### src/rtl/nibble_serial_adder_ctrl_pkg.sv
// ============================================================================
// Module   : nibble_serial_adder_ctrl_pkg
// Purpose  : Shared types and constants for the nibble-serial adder sequencer.
// Revision : 1.0 - initial release
// ============================================================================
`default_nettype none

package nibble_serial_adder_ctrl_pkg;

    localparam int NIBBLE_W = 4;

    typedef enum logic [1:0] {
        ST_IDLE = 2'd0,
        ST_RUN  = 2'd1,
        ST_DONE = 2'd2
    } state_t;

    // Index counter must be at least one bit, even for a single-nibble operand.
    function automatic int idx_width(input int nibbles);
        return (nibbles > 1) ? $clog2(nibbles) : 1;
    endfunction

endpackage

`default_nettype wire

### src/rtl/nibble_serial_adder_ctrl_add4_carry.sv
// ============================================================================
// Module   : add4_carry
// Purpose  : Combinational 4-bit ripple adder with carry-in; sum[4] is carry-out.
// Revision : 1.0 - initial release
// ============================================================================
`default_nettype none

module add4_carry
    import nibble_serial_adder_ctrl_pkg::*;
(
    input  logic [NIBBLE_W-1:0] a,
    input  logic [NIBBLE_W-1:0] b,
    input  logic                cin,
    output logic [NIBBLE_W:0]   sum
);

    logic [NIBBLE_W:0] w_carry;

    assign w_carry[0] = cin;

    for (genvar i = 0; i < NIBBLE_W; i++) begin : g_bit
        assign sum[i]       = a[i] ^ b[i] ^ w_carry[i];
        assign w_carry[i+1] = (a[i] & b[i]) | (a[i] & w_carry[i]) | (b[i] & w_carry[i]);
    end

    assign sum[NIBBLE_W] = w_carry[NIBBLE_W];

endmodule

`default_nettype wire

### src/rtl/nibble_serial_adder_ctrl.sv
// ============================================================================
// Module   : nibble_serial_adder_ctrl
// Purpose  : Adds two wide operands one nibble per cycle, LSB first, with a
//            registered carry and valid/ready handshakes on both sides.
// Revision : 1.0 - initial release
// ============================================================================
`default_nettype none

module nibble_serial_adder_ctrl
    import nibble_serial_adder_ctrl_pkg::*;
#(
    parameter int NIBBLES = 4
) (
    input  logic [1:0]             clock_reset,
    input  logic [4*NIBBLES-1:0]   a_data,
    input  logic [4*NIBBLES-1:0]   b_data,
    input  logic                   in_valid,
    output logic                   in_ready,
    output logic [4*NIBBLES:0]     out_data,
    output logic                   out_valid,
    input  logic                   out_ready
);

    localparam int W     = NIBBLE_W * NIBBLES;
    localparam int IDX_W = idx_width(NIBBLES);
    localparam logic [IDX_W-1:0] C_LAST_IDX = IDX_W'(NIBBLES - 1);

    logic clk;
    logic rst;

    assign clk = clock_reset[0];
    assign rst = clock_reset[1];

    state_t           state_q,     state_d;
    logic [W-1:0]     a_q,         a_d;
    logic [W-1:0]     b_q,         b_d;
    logic [W:0]       result_q,    result_d;
    logic             carry_q,     carry_d;
    logic [IDX_W-1:0] idx_q,       idx_d;
    logic             out_valid_q, out_valid_d;

    logic [NIBBLE_W-1:0] w_nib_a;
    logic [NIBBLE_W-1:0] w_nib_b;
    logic [NIBBLE_W:0]   w_nib_sum;

    assign w_nib_a = a_q[int'(idx_q) * NIBBLE_W +: NIBBLE_W];
    assign w_nib_b = b_q[int'(idx_q) * NIBBLE_W +: NIBBLE_W];

    add4_carry u_add4_carry (
        .a   (w_nib_a),
        .b   (w_nib_b),
        .cin (carry_q),
        .sum (w_nib_sum)
    );

    always_comb begin
        state_d     = state_q;
        a_d         = a_q;
        b_d         = b_q;
        result_d    = result_q;
        carry_d     = carry_q;
        idx_d       = idx_q;
        out_valid_d = out_valid_q;

        case (state_q)
            ST_IDLE: begin
                if (in_valid) begin
                    a_d      = a_data;
                    b_d      = b_data;
                    carry_d  = 1'b0;
                    idx_d    = '0;
                    result_d = '0;
                    state_d  = ST_RUN;
                end
            end
            ST_RUN: begin
                result_d[int'(idx_q) * NIBBLE_W +: NIBBLE_W] = w_nib_sum[NIBBLE_W-1:0];
                carry_d = w_nib_sum[NIBBLE_W];
                if (idx_q == C_LAST_IDX) begin
                    result_d[W] = w_nib_sum[NIBBLE_W];
                    out_valid_d = 1'b1;
                    state_d     = ST_DONE;
                end else begin
                    idx_d = idx_q + IDX_W'(1);
                end
            end
            ST_DONE: begin
                // New pairs are only taken from IDLE, so in_valid is not looked at here.
                if (out_ready) begin
                    out_valid_d = 1'b0;
                    state_d     = ST_IDLE;
                end
            end
            default: begin
                out_valid_d = 1'b0;
                state_d     = ST_IDLE;
            end
        endcase
    end

    always_ff @(posedge clk or posedge rst) begin
        if (rst) begin
            state_q     <= ST_IDLE;
            a_q         <= '0;
            b_q         <= '0;
            result_q    <= '0;
            carry_q     <= 1'b0;
            idx_q       <= '0;
            out_valid_q <= 1'b0;
        end else begin
            state_q     <= state_d;
            a_q         <= a_d;
            b_q         <= b_d;
            result_q    <= result_d;
            carry_q     <= carry_d;
            idx_q       <= idx_d;
            out_valid_q <= out_valid_d;
        end
    end

    assign in_ready  = (state_q == ST_IDLE);
    assign out_valid = out_valid_q;
    assign out_data  = result_q;

endmodule

`default_nettype wire
### config.mk
export PLATFORM = sky130hd
export DESIGN_NAME = nibble_serial_adder_ctrl
export DESIGN_NICKNAME = d
export VERILOG_FILES = /design/src/rtl/nibble_serial_adder_ctrl_pkg.sv /design/src/rtl/nibble_serial_adder_ctrl_add4_carry.sv /design/src/rtl/nibble_serial_adder_ctrl.sv
export SDC_FILE = /design/constraint.sdc
export NUM_CORES = 1
export LEC_CHECK = 0
export BUFFER_PORTS_ARGS = -buffer_cell sky130_fd_sc_hd__buf_4
export CORE_ASPECT_RATIO = 0.5
export CORE_MARGIN = 1
export CORE_UTILIZATION = 40
export DETAILED_ROUTE_END_ITERATION = 6
export SYNTH_ARGS = -nofsm -noshare
export SYNTH_HDL_FRONTEND = slang
export SYNTH_SLANG_ARGS = --single-unit
### constraint.sdc
create_clock -name clock_reset -period 2.8 [get_ports clock_reset]
set_clock_uncertainty 0.05 [all_clocks]
set_input_delay 0.56 -clock clock_reset [delete_from_list [all_inputs] [get_ports clock_reset]]
set_output_delay 0.56 -clock clock_reset [all_outputs]
set_load 0.01 [all_outputs]
==> out/summary.txt <==
GLOBAL ROUTE
--------------------------------------------------------------------------------
Overflow left after global routing                                             0
Number of antenna violations at the first check in global routing              0
Number of global-route vias before repair                                  2,305
Overall Global Routing Usage                                               19.1%
Largest net degree at the start of global routing                             34
First-pass GRT wire length                                               9.34 mm

CRITICAL PATH
--------------------------------------------------------------------------------
Chain of cells forming the critical path                            mux4_2, fa_2, inv_1, fa_2, fa_2, fa_2, o22ai_1
Worst Setup Start Kind                                                 flip-flop
Crit path launch                                                        idx_q[0]
Largest fanout on the critical path                                            6
Most prevalent standard cell on the critical path                           fa_2
Delay of the slowest cell on the worst path                               600 ps
RR Startpoint                                                           idx_q[0]
Worst path arrival time                                                  2780 ps
Endpoint kind of the worst setup timing path                           flip-flop
Critical-path cell with the highest stage delay                             fa_2
WS Path Type                                                          reg -> reg
Critical Path RT                                                         2910 ps

FLOORPLAN
--------------------------------------------------------------------------------
Cell row count                                                                20
Die area                                                               6750 um^2
Total core area                                                        6130 um^2
Ports placed on the boundary                                                  55
Effective utilization at floorplan                                         41.8%
Overall die width                                                         115 um
Die Y-Extent                                                             58.6 um

TIMING
--------------------------------------------------------------------------------
Time the final worst path needs with I/O delays and setup                2680 ps
Share of the cycle needed by the critical path after routing               95.5%
Worst slew pin tran                                                       481 ps
Number of slew-limit violations in the final report                            0
Worst hold slack                                                          429 ps
Worst relative slew slack                                                  68.0%
Final-report hold violation count                                              0
Setup WS post-layout                                                      125 ps
Maximum achievable frequency                                             374 MHz
Final setup viols                                                              0

DETAILED ROUTING
--------------------------------------------------------------------------------
WL per Instance                                                          14.3 um
Iteration-0 DRC count of the detailed router                                  82
Routed vias/inst                                                            4.89
Length of the first detailed-routing pass in iterations                        4
Routed Antenna Nets                                                            0
Detailed Route WL                                                        5.72 mm
DR DRC count                                                                   0
Overall via count from detail_route                                        1,956

SYNTH
--------------------------------------------------------------------------------
Post-synthesis cell type with the largest combined area                  dfrtp_1
Average cell area after synthesis                                      13.6 um^2
Register area share after synthesis                                        53.7%
Unique cell type count in the Yosys netlist                                   31
Yosys warning count                                                            0
Number of flops mapped to enable cells by yosys                                0
Yosys top cell area share                                                  53.7%
Mapped Nets                                                                  233
Largest cells by area after synthesis                               dfrtp_1, mux2_2, mux4_2
Top_reg_cell synth                                                       dfrtp_1
Leading cell type by number of instances after synthesis                 dfrtp_1
Cell types with the highest counts after synthesis                  dfrtp_1, mux2_2, inv_1
Ys async rst share                                                          100%
Number of synthesized register bits                                           55
Cell count after synthesis                                                   189
Summed instance area of the synthesized netlist                        2560 um^2

FINISH
--------------------------------------------------------------------------------
Area of the multi-input gates                                          1050 um^2
Layout area overhead                                                       41.0%
Number of diodes                                                               0
Register area                                                          1380 um^2
Filler cell count in the final layout                                        502
Layout cells sized above 1                                                 39.7%
Final net count                                                              352

CLOCK NETWORK
--------------------------------------------------------------------------------
Worst-Skew Late Latency                                                   290 ps
Clock transition at the registers of the reported paths                    70 ps
CTS Hold Bufs                                                                  0
CTS tree                                                                    done

PLACE
--------------------------------------------------------------------------------
RePlAce Congestion                                                         0.814
Placed wire-length estimate after detailed placement                     3.74 mm
Post-place setup slack                                                   7.07 ps
Port-buffer cells                                                             53

POWER AND IR DROP
--------------------------------------------------------------------------------
Power density of the placed cells                                   1420 nW/um^2
Static power due to leakage                                           0.00184 uW
Highest ir drop seen on vdd                                             0.591 mV

RUN
--------------------------------------------------------------------------------
# Max-Cap Violations                                                           0

WORST HOLD PATH
--------------------------------------------------------------------------------
Worst min-delay path category                                          in -> reg
HP Start                                                              a_data[12]

OUTCOME
--------------------------------------------------------------------------------
Result of the run                                                      completed

==> kinds of logic (layout without fill, tap and decap cells) <==
family | count (synthesis) | after routing | synth area share [%]
AOI/OAI and AO/OA | 31 | 31 | 8.20
DFF | 55 | 55 | 53.7
muxes | 41 | 41 | 21.5
adders and majority gates | 8 | 8 | 5.08
and+or+nand+nor | 22 | 22 | 5.47
buffers and inverters | 32 | 155 | 6.05
==> state kept, by name, summed over array words and instances, names as in the netlist <==
| signal | count |
|---|---|
| idx_q | 2 |
| b_q | 16 |
| a_q | 16 |
| out_valid | 1 |
| carry_q | 1 |
| out_data | 17 |
| state_q | 2 |
==> per-stage QoR <==
step                      power [uW]  instance area (um^2)  instances  TNS, ps  utilization, %
after floorplan                 2880                  2560        189        0               -
after global placement          3470                  3060        329        0            49.8
after detailed placement        3520                  3060        329        0            49.8
after CTS                       5160                  3590        399        0            58.6
after global routing            5610                  3610        400    -3.39            59.0
final                           5140                  3610        400        0            59.0
==> path summary, 6_finish.rpt <==
path	cells past startpoint	slack, ps	to
hold reg to reg	1	450	b_q[9]
setup / recovery	7	120	out_data[7]
setup reg to reg	7	120	out_data[7]
hold / removal	2	430	a_q[12]
max in group asynchronous	3	1490	idx_q[0]
min in group asynchronous	3	1100	a_q[13]
==> timing repair <==
action | 4_1_cts | 5_1_grt
cloned | 0 | 0
setup endpoints to repair | 2 | 4
buffers inserted | 0 | 1
gates resized for setup | 1 | 5
pin swaps | 0 | 1
==> routing by layer <==
| layer | share of wire [%] | track usage [%] | vias to the layer above |
|---|---|---|---|
| li1 | - | - | 924 |
| met1 | 46 | 21.3 | 965 |
| met2 | 47 | 25.2 | 60 |
| met3 | 5.7 | 11.4 | 7 |
| met4 | 1.1 | 18.4 | 0 |
| met5 | 0 | 0 | - |
==> where the power goes <==
part           internal, uW  leakage (uW)  switching [uW]
logic                  1090      0.000707             976
registers              1020      0.000682             271
clock network           897      0.000454             887
==> cell type report <==
type                       instances  area share (%)
tap                               88            3.05
clock inverter                    59            7.48
multi-input combinational        102            29.0
clock buffer                      12            7.41
inverter                          24            2.49
sequential                        55            38.1
timing repair buffer              60            12.5
==> cell usage in the layout (no fill, tap or decap), types with 2 or more instances in the layout <==
cell type,count
o22ai_1,13
nand3_1,4
ha_1,4
o21ai_0,2
mux2_1,2
o2bb2ai_1,3
nand2_1,5
mux2_2,31
inv_1,79
fa_2,4
buf_4,60
clkbuf_16,10
dfrtp_1,54
nor2_1,5
a21oi_1,4
a22o_1,3
clkinv_4,2
nand2b_1,2
mux4_2,8
==> worst max-delay path, delay by kind of cell (launching register included) <==
family / cells / cell delay [ps]
adders and majority gates: 4 / 1490
DFF: 1 / 460
muxes: 1 / 380
AOI/OAI and AO/OA: 1 / 100
buffers and inverters: 1 / 50
Power figures use the tool's default switching activity.
